`config.mk`:
```
export PLATFORM = sky130hd
export DESIGN_NAME = gene_pair_sched_flat
export DESIGN_NICKNAME = d
export VERILOG_FILES = /design/src/rtl/gene_pair_sched_if.sv /design/src/rtl/gene_pair_sched.sv /design/src/flat_wrapper.sv
export SDC_FILE = /design/constraint.sdc
export NUM_CORES = 1
export LEC_CHECK = 0
export ABC_AREA = 1
export CAP_MARGIN = 20
export CORE_MARGIN = 8
export CORE_UTILIZATION = 48
export CTS_BUF_LIST = sky130_fd_sc_hd__clkbuf_2 sky130_fd_sc_hd__clkbuf_4 sky130_fd_sc_hd__clkbuf_8
export DETAILED_ROUTE_END_ITERATION = 16
export DONT_BUFFER_PORTS = 1
export GPL_TIMING_DRIVEN = 0
export SLEW_MARGIN = 20
export SYNTH_ARGS = -nofsm -noshare
export SYNTH_HDL_FRONTEND = slang
export SYNTH_SLANG_ARGS = --single-unit
```
`constraint.sdc`:
```
create_clock -name clk -period 12.03 [get_ports clk]
set_clock_uncertainty 0.1 [all_clocks]
set_input_delay 1.8045 -clock clk [delete_from_list [all_inputs] [get_ports clk]]
set_output_delay 1.8045 -clock clk [all_outputs]
set_load 0.02 [all_outputs]
```
`src/rtl/gene_pair_sched_if.sv`:
```
// Gene-buffer read ports and aligned gene-pair stream between gene_pair_sched and its neighbours.
// master = scheduler side, slave = buffer/PE side.
interface gene_pair_sched_if #(
   parameter int unsigned GENE_SZ = 64,
   parameter int unsigned ADDR_W  = 8
) ();
   logic               rd_en1;
   logic [ADDR_W-1:0]  rd_addr1;
   logic [GENE_SZ-1:0] rd_data1;
   logic               rd_en2;
   logic [ADDR_W-1:0]  rd_addr2;
   logic [GENE_SZ-1:0] rd_data2;
   logic               out_valid;
   logic               out_ready;
   logic [GENE_SZ-1:0] gene1_out;
   logic [GENE_SZ-1:0] gene2_out;
   logic               bubble1;
   logic               bubble2;

   modport master (
      output rd_en1, rd_addr1, rd_en2, rd_addr2,
      output out_valid, gene1_out, gene2_out, bubble1, bubble2,
      input  rd_data1, rd_data2, out_ready
   );

   modport slave (
      input  rd_en1, rd_addr1, rd_en2, rd_addr2,
      input  out_valid, gene1_out, gene2_out, bubble1, bubble2,
      output rd_data1, rd_data2, out_ready
   );
endinterface

```
`src/rtl/gene_pair_sched.sv`:
```
// Crossover alignment scheduler: merges two innovation-sorted genomes into gene pairs with bubbles.
// Optional XOVER_DROP_P2_EN: parent-2-only genes are consumed silently instead of presented.
module gene_pair_sched #(
   parameter int unsigned GENE_SZ = 64,
   parameter int unsigned ATTR_SZ = 8,
   parameter int unsigned ADDR_W  = 8
) (
   input  logic              clk,
   input  logic              rst,
   input  logic              start,
   input  logic [ADDR_W-1:0] len1,
   input  logic [ADDR_W-1:0] len2,
   gene_pair_sched_if.master bus,
   output logic              busy,
   output logic              done,
   output logic [ADDR_W:0]   pair_cnt
);
   localparam int unsigned CNT_W = ADDR_W + 1;
`ifdef XOVER_DROP_P2_EN
   localparam bit DROP_P2 = 1'b1;
`else
   localparam bit DROP_P2 = 1'b0;
`endif

   typedef enum logic [2:0] {S_IDLE, S_LOAD, S_CAP, S_EMIT, S_FIN} state_e;

   state_e             state_q, state_d;
   logic [ADDR_W-1:0]  len1_q, len1_d, len2_q, len2_d;
   logic [ADDR_W-1:0]  idx1_q, idx1_d, idx2_q, idx2_d;
   logic [GENE_SZ-1:0] h1_q, h1_d, h2_q, h2_d;
   logic               hv1_q, hv1_d, hv2_q, hv2_d;
   logic               pend1_q, pend1_d, pend2_q, pend2_d;
   logic [CNT_W-1:0]   pair_cnt_q, pair_cnt_d;
   logic               rd_en1_q, rd_en1_d, rd_en2_q, rd_en2_d;
   logic [ADDR_W-1:0]  rd_addr1_q, rd_addr1_d, rd_addr2_q, rd_addr2_d;
   logic               out_valid_q, out_valid_d;
   logic [GENE_SZ-1:0] gene1_q, gene1_d, gene2_q, gene2_d;
   logic               bub1_q, bub1_d, bub2_q, bub2_d;
   logic               busy_q, busy_d, done_q, done_d;
   logic [1:0]         sel_c, sel_n_c;
   logic               drop_c, drop_n_c, fire_c;

   // Which heads an EMIT consumes: bit0 = parent 1, bit1 = parent 2.
   function automatic logic [1:0] pick(input logic v1, input logic v2,
                                       input logic [ATTR_SZ-1:0] i1, input logic [ATTR_SZ-1:0] i2);
      logic [1:0] sel;
      sel = {v2, v1};
      if (v1 && v2) begin
         if (i1 < i2)      sel = 2'b01;
         else if (i2 < i1) sel = 2'b10;
      end
      return sel;
   endfunction

   always_ff @(posedge clk or posedge rst) begin
      if (rst) begin
         state_q     <= S_IDLE;
         len1_q      <= '0;
         len2_q      <= '0;
         idx1_q      <= '0;
         idx2_q      <= '0;
         h1_q        <= '0;
         h2_q        <= '0;
         hv1_q       <= 1'b0;
         hv2_q       <= 1'b0;
         pend1_q     <= 1'b0;
         pend2_q     <= 1'b0;
         pair_cnt_q  <= '0;
         rd_en1_q    <= 1'b0;
         rd_en2_q    <= 1'b0;
         rd_addr1_q  <= '0;
         rd_addr2_q  <= '0;
         out_valid_q <= 1'b0;
         gene1_q     <= '0;
         gene2_q     <= '0;
         bub1_q      <= 1'b0;
         bub2_q      <= 1'b0;
         busy_q      <= 1'b0;
         done_q      <= 1'b0;
      end else begin
         state_q     <= state_d;
         len1_q      <= len1_d;
         len2_q      <= len2_d;
         idx1_q      <= idx1_d;
         idx2_q      <= idx2_d;
         h1_q        <= h1_d;
         h2_q        <= h2_d;
         hv1_q       <= hv1_d;
         hv2_q       <= hv2_d;
         pend1_q     <= pend1_d;
         pend2_q     <= pend2_d;
         pair_cnt_q  <= pair_cnt_d;
         rd_en1_q    <= rd_en1_d;
         rd_en2_q    <= rd_en2_d;
         rd_addr1_q  <= rd_addr1_d;
         rd_addr2_q  <= rd_addr2_d;
         out_valid_q <= out_valid_d;
         gene1_q     <= gene1_d;
         gene2_q     <= gene2_d;
         bub1_q      <= bub1_d;
         bub2_q      <= bub2_d;
         busy_q      <= busy_d;
         done_q      <= done_d;
      end
   end

   // Next state; registered outputs are derived from next-state values so they line up with the state.
   always_comb begin
      state_d     = state_q;
      len1_d      = len1_q;
      len2_d      = len2_q;
      idx1_d      = idx1_q;
      idx2_d      = idx2_q;
      h1_d        = h1_q;
      h2_d        = h2_q;
      hv1_d       = hv1_q;
      hv2_d       = hv2_q;
      pend1_d     = pend1_q;
      pend2_d     = pend2_q;
      pair_cnt_d  = pair_cnt_q;
      rd_en1_d    = 1'b0;
      rd_en2_d    = 1'b0;
      rd_addr1_d  = rd_addr1_q;
      rd_addr2_d  = rd_addr2_q;
      out_valid_d = 1'b0;
      gene1_d     = '0;
      gene2_d     = '0;
      bub1_d      = 1'b0;
      bub2_d      = 1'b0;
      sel_n_c     = 2'b00;
      drop_n_c    = 1'b0;
      sel_c       = pick(hv1_q, hv2_q, h1_q[GENE_SZ-1 -: ATTR_SZ], h2_q[GENE_SZ-1 -: ATTR_SZ]);
      drop_c      = DROP_P2 && (sel_c == 2'b10);
      fire_c      = (state_q == S_EMIT) && (drop_c || (out_valid_q && bus.out_ready));

      case (state_q)
         S_IDLE: begin
            if (start) begin
               len1_d     = len1;
               len2_d     = len2;
               idx1_d     = '0;
               idx2_d     = '0;
               hv1_d      = 1'b0;
               hv2_d      = 1'b0;
               pair_cnt_d = '0;
               state_d    = ((len1 == '0) && (len2 == '0)) ? S_FIN : S_LOAD;
            end
         end
         S_LOAD: state_d = S_CAP;
         S_CAP: begin
            if (pend1_q) begin
               h1_d  = bus.rd_data1;
               hv1_d = 1'b1;
            end
            if (pend2_q) begin
               h2_d  = bus.rd_data2;
               hv2_d = 1'b1;
            end
            pend1_d = 1'b0;
            pend2_d = 1'b0;
            state_d = (hv1_d || hv2_d) ? S_EMIT : S_FIN;
         end
         S_EMIT: begin
            if (fire_c) begin
               if (sel_c[0]) hv1_d = 1'b0;
               if (sel_c[1]) hv2_d = 1'b0;
               if (!drop_c) pair_cnt_d = pair_cnt_q + CNT_W'(1);
               if ((sel_c[0] && (idx1_q < len1_q)) || (sel_c[1] && (idx2_q < len2_q)))
                  state_d = S_LOAD;
               else if (hv1_d || hv2_d)
                  state_d = S_EMIT;
               else
                  state_d = S_FIN;
            end
         end
         S_FIN:   state_d = S_IDLE;
         default: state_d = S_IDLE;
      endcase

      // Refill each empty head that still has genes left.
      if (state_d == S_LOAD) begin
         if (!hv1_d && (idx1_d < len1_d)) begin
            rd_en1_d   = 1'b1;
            rd_addr1_d = idx1_d;
            idx1_d     = idx1_d + ADDR_W'(1);
            pend1_d    = 1'b1;
         end
         if (!hv2_d && (idx2_d < len2_d)) begin
            rd_en2_d   = 1'b1;
            rd_addr2_d = idx2_d;
            idx2_d     = idx2_d + ADDR_W'(1);
            pend2_d    = 1'b1;
         end
      end

      if (state_d == S_EMIT) begin
         sel_n_c  = pick(hv1_d, hv2_d, h1_d[GENE_SZ-1 -: ATTR_SZ], h2_d[GENE_SZ-1 -: ATTR_SZ]);
         drop_n_c = DROP_P2 && (sel_n_c == 2'b10);
         if (!drop_n_c) begin
            out_valid_d = 1'b1;
            gene1_d     = sel_n_c[0] ? h1_d : '0;
            gene2_d     = sel_n_c[1] ? h2_d : '0;
            bub1_d      = !sel_n_c[0];
            bub2_d      = !sel_n_c[1];
         end
      end

      busy_d = (state_d != S_IDLE);
      done_d = (state_q == S_FIN);
   end

   assign bus.rd_en1    = rd_en1_q;
   assign bus.rd_addr1  = rd_addr1_q;
   assign bus.rd_en2    = rd_en2_q;
   assign bus.rd_addr2  = rd_addr2_q;
   assign bus.out_valid = out_valid_q;
   assign bus.gene1_out = gene1_q;
   assign bus.gene2_out = gene2_q;
   assign bus.bubble1   = bub1_q;
   assign bus.bubble2   = bub2_q;
   assign busy          = busy_q;
   assign done          = done_q;
   assign pair_cnt      = pair_cnt_q;
endmodule
```
`src/flat_wrapper.sv`:
```
// flat-port wrapper written by rule: the top's interface ports become plain ports
module gene_pair_sched_flat 
#(
   parameter int unsigned GENE_SZ = 64,
   parameter int unsigned ATTR_SZ = 8,
   parameter int unsigned ADDR_W  = 8
)
  (clk, rst, start, len1, len2, busy, done, pair_cnt, bus_rd_en1, bus_rd_addr1, bus_rd_en2, bus_rd_addr2, bus_out_valid, bus_gene1_out, bus_gene2_out, bus_bubble1, bus_bubble2, bus_rd_data1, bus_rd_data2, bus_out_ready);
  gene_pair_sched_if #(.GENE_SZ(GENE_SZ), .ADDR_W(ADDR_W)) bus_i ();
  input  logic clk;
  input  logic rst;
  input  logic start;
  input  logic [ADDR_W-1:0] len1;
  input  logic [ADDR_W-1:0] len2;
  output logic busy;
  output logic done;
  output logic [ADDR_W:0] pair_cnt;
  output wire logic [$bits(bus_i.rd_en1)-1:0] bus_rd_en1;
  output wire logic [$bits(bus_i.rd_addr1)-1:0] bus_rd_addr1;
  output wire logic [$bits(bus_i.rd_en2)-1:0] bus_rd_en2;
  output wire logic [$bits(bus_i.rd_addr2)-1:0] bus_rd_addr2;
  output wire logic [$bits(bus_i.out_valid)-1:0] bus_out_valid;
  output wire logic [$bits(bus_i.gene1_out)-1:0] bus_gene1_out;
  output wire logic [$bits(bus_i.gene2_out)-1:0] bus_gene2_out;
  output wire logic [$bits(bus_i.bubble1)-1:0] bus_bubble1;
  output wire logic [$bits(bus_i.bubble2)-1:0] bus_bubble2;
  input wire logic [$bits(bus_i.rd_data1)-1:0] bus_rd_data1;
  input wire logic [$bits(bus_i.rd_data2)-1:0] bus_rd_data2;
  input wire logic [$bits(bus_i.out_ready)-1:0] bus_out_ready;
  assign bus_rd_en1 = bus_i.rd_en1;
  assign bus_rd_addr1 = bus_i.rd_addr1;
  assign bus_rd_en2 = bus_i.rd_en2;
  assign bus_rd_addr2 = bus_i.rd_addr2;
  assign bus_out_valid = bus_i.out_valid;
  assign bus_gene1_out = bus_i.gene1_out;
  assign bus_gene2_out = bus_i.gene2_out;
  assign bus_bubble1 = bus_i.bubble1;
  assign bus_bubble2 = bus_i.bubble2;
  assign bus_i.rd_data1 = bus_rd_data1;
  assign bus_i.rd_data2 = bus_rd_data2;
  assign bus_i.out_ready = bus_out_ready;
  gene_pair_sched #(.GENE_SZ(GENE_SZ), .ATTR_SZ(ATTR_SZ), .ADDR_W(ADDR_W)) u_core (.clk(clk), .rst(rst), .start(start), .len1(len1), .len2(len2), .bus(bus_i), .busy(busy), .done(done), .pair_cnt(pair_cnt));
endmodule
```
==> impl_results.md <==
- Slew HR: 57.1%
- Critical path fanouts, max: 10
- Post-Syn Area: 14000 um2
- TritonCTS Buffers: 54
- Antenna Nets Post-Route: 0
- Minimum clock period: 4.43 ns
- CP cell instances: inv_1 -> nor2_2 -> nand2_4 -> buf_4 -> clkbuf_1 -> nand2_1 -> o21ai_0 -> ha_1 -> a21oi_1 -> nor2_1 -> a211oi_1 -> nand4_1 -> nor2_4 -> nand4_4 -> nand2_1 -> nand2_1
- Most frequent cells in the layout: nand2_1 (456), dfrtp_1 (327), inv_1 (220)
- Hold path startpoint: u_core.h1_q[45]$_DFF_PP0_
- Final nets: 1841
- Post-synth cell types: 42
- Cell mode on critical path: nand2_1
- Initial antenna violation count: 4
- Final hold viol count: 0
- Clock-pin slew on the worst setup and hold paths: 0.06 ns
- Vias/cell: 4.98
- Top-area cell type share of the netlist area: 58.3%
- Worst Setup Start Kind: primary input
- FF+latch count, synth: 327
- Layout Utilization: 54.7%
- Most common cell after layout, fill and taps aside: nand2_1
- Pin count of the biggest net entering global routing: 110
- Synth area leaders: dfrtp_1 (58%), nand2_1 (12%), inv_1 (5.9%)
- Syn nets: 1782
- Clock tree root driver cell: clkbuf_8
- Post-CTS Resized: 0
- H-tree levels: 2
- DPL Wire Length: 26.9 mm
- Avg WL per Cell: 17.8 um
- Routed WL: 36.8 mm
- Max-cap viol count: 0
- Worst R2R Path Depth: 20
- GRT Total Usage: 20.7%
- Vias in the first global route: 10300
- Post-synth top flop: dfrtp_1
- Slew Viols, Final: 0
- Period utilization: 36.8%
- CP Launch Point: start
- Num Clock Sinks: 327
- YS warnings: 0
- Total congestion overflow: 0
- Fmax achieved: 226 MHz
- Max incr delay on CP: 0.52 ns
- Row cnt: 62
- Maximum vdd drop: 0.000119 V
- Hold EP: u_core.h1_q[45]$_DFF_PP0_
- Post-synth EDFFs: 0
- PwrDens: 309 nW/um2
- Seq/Total Area, Yosys: 58.3%
- R2R Path End: u_core.bus.gene1_out[14]$_DFF_PP0_
- Type of the worst min-delay path: flop to flop
- Area Overhead vs Synth: 12.2%
- Slew @ Worst Pin: 0.644 ns
- Hold depth: 2
- Leakage Power: 8.59 nW
- Register area: 8180 um2
- CP max-delay cell: clkbuf_1
- Placed insts: 1974
- Die Y: 187 um
- Ports: 308
- Die Width: 187 um
- Synth area leader: dfrtp_1
- CTS tree: built
- Synth Instances: 1587
- Outcome: complete, no violations
- Cts hold-fix bufs: 0
- WS Path Type: primary input to flop
- Layout cells sized above 1: 9.80%
- Setup-failing EPs final: 0
- CTS Buffer Depth: 3
- Post-CTS Setup Bufs: 0
- Iter 0 DRT Violations: 762
- Post-Layout Cell Count: 2069
- First-pass GRT wire length: 58.1 mm
- Vias after detailed routing: 10300
- Worst-Skew Late Latency: 0.58 ns
- Final Wtd Congestion: 0.868
- CP arrival: 4.78 ns
- Worst Setup End Kind: flop
- Core area: 28800 um2
- First-pass detailed-route iteration total: 5
- R2R Setup Slk: 8.05 ns
- Die area: 35000 um2
- WP data required: 12.38 ns
- Syn Area/Cell: 8.85 um2
- Fillers: 2631
- Initial Utilization: 48.8%
- RSZ-0062 raised after global routing: no
- Reg2reg start: u_core.state_q[1]$_DFF_PP0_
- Async S/R FF share, synth: 100%
- IO buf count: 0
- Multi-input gate area: 4660 um2
- DRC: 0
-- per-layer routing --
layer | global-route usage, % | share of wire [%] | vias to the layer above
met5 | 0 | 0.071 | -
met4 | 6.90 | 3.0 | 4
met3 | 5.20 | 6.3 | 75
met2 | 33.6 | 48 | 340
met1 | 26.8 | 43 | 4858
li1 | - | - | 5025
-- registers in the layout, summed over array words and instances (netlist names), 3 cells and up --
register,count
u_core.state_q,3
u_core.bus.gene1_out,64
u_core.pair_cnt,9
u_core.len2_q,8
u_core.h1_q,64
u_core.bus.rd_addr1,8
u_core.idx1_q,8
u_core.bus.rd_addr2,8
u_core.h2_q,64
u_core.idx2_q,8
u_core.bus.gene2_out,64
u_core.len1_q,8
-- final cells by class --
class / instances / share of cell area, %
sequential: 327 / 52.0
inverter: 227 / 5.47
buffer: 69 / 2.17
clock inverter: 5 / 0.286
antenna: 2 / 0.0318
clock buffer: 88 / 6.90
multi-input combinational: 964 / 29.6
timing repair buffer: 3 / 0.524
tap: 384 / 3.05
-- synth_stat cells (2+ instances only) --
cell type / instances
nand2_4: 2
clkbuf_1: 36
nor2_4: 5
nand3_1: 94
nor3_2: 4
nor3_1: 8
nand4_1: 23
nor2_2: 4
o21ai_0: 89
nand3b_1: 2
ha_1: 47
nor4_1: 6
buf_1: 2
o21a_1: 2
buf_4: 15
a21oi_1: 20
nand2_1: 456
nand2_2: 9
buf_2: 15
inv_1: 221
o21ai_1: 9
xor2_1: 12
dfrtp_1: 327
inv_2: 5
nor2_1: 157
-- where the power goes --
group | leakage (nW) | internal, mW | switching, mW | total [mW]
logic | 3.75 | 0.550 | 1.31 | 1.86
clock network | 0.597 | 0.569 | 0.432 | 1.00
registers | 4.24 | 1.55 | 0.447 | 2.00
-- kinds of logic (layout without fill, tap and decap cells) --
logic type                 count (synthesis)  in the layout  synth area share, %
AOI/OAI and AO/OA                        127            127                 4.78
xor gates and xnor gates                  13             13                0.811
adders and majority gates                 47             47                 4.19
buffers and inverters                    296            392                 8.52
DFF                                      327            327                 58.3
other                                      0              2                    0
and+or+nand+nor                          777            777                 23.4
-- worst max-delay path: cells and delay by family --
family	cells	cell delay [ns]
adders and majority gates	1	0.30
AOI/OAI and AO/OA	3	0.55
buffers and inverters	3	0.81
and+or+nand+nor	9	1.31
-- how the worst max path moves through the flow --
stage | endpoint | depth (start not counted)
global route | u_core.bus.rd_addr2[6]$_DFFE_PP0P_ | 16
finish | u_core.bus.rd_addr2[5]$_DFFE_PP0P_ | 16
floorplan | u_core.bus.bubble1$_DFF_PP0_ | 1
global placement | u_core.bus.rd_addr1[4]$_DFFE_PP0P_ | 1
CTS | u_core.bus.rd_addr2[5]$_DFFE_PP0P_ | 16
detailed placement | u_core.bus.rd_addr2[5]$_DFFE_PP0P_ | 16
-- per-stage QoR --
step	setup WS (ns)	instance area [um2]	total power [mW]	hold WS [ns]	setup TNS, ns
6_report	7.60	15700	4.86	0.366	0
5_1_grt	7.31	15700	5.26	0.388	0
4_1_cts	7.56	15700	4.92	0.370	0
3_5_place_dp	6.96	14600	3.90	0.356	0
3_3_place_gp	-2.40	14500	3.84	0.350	-778.62
2_1_floorplan	1.07	14000	3.31	0.338	0
Note: power is estimated with default switching activity, not from simulation.
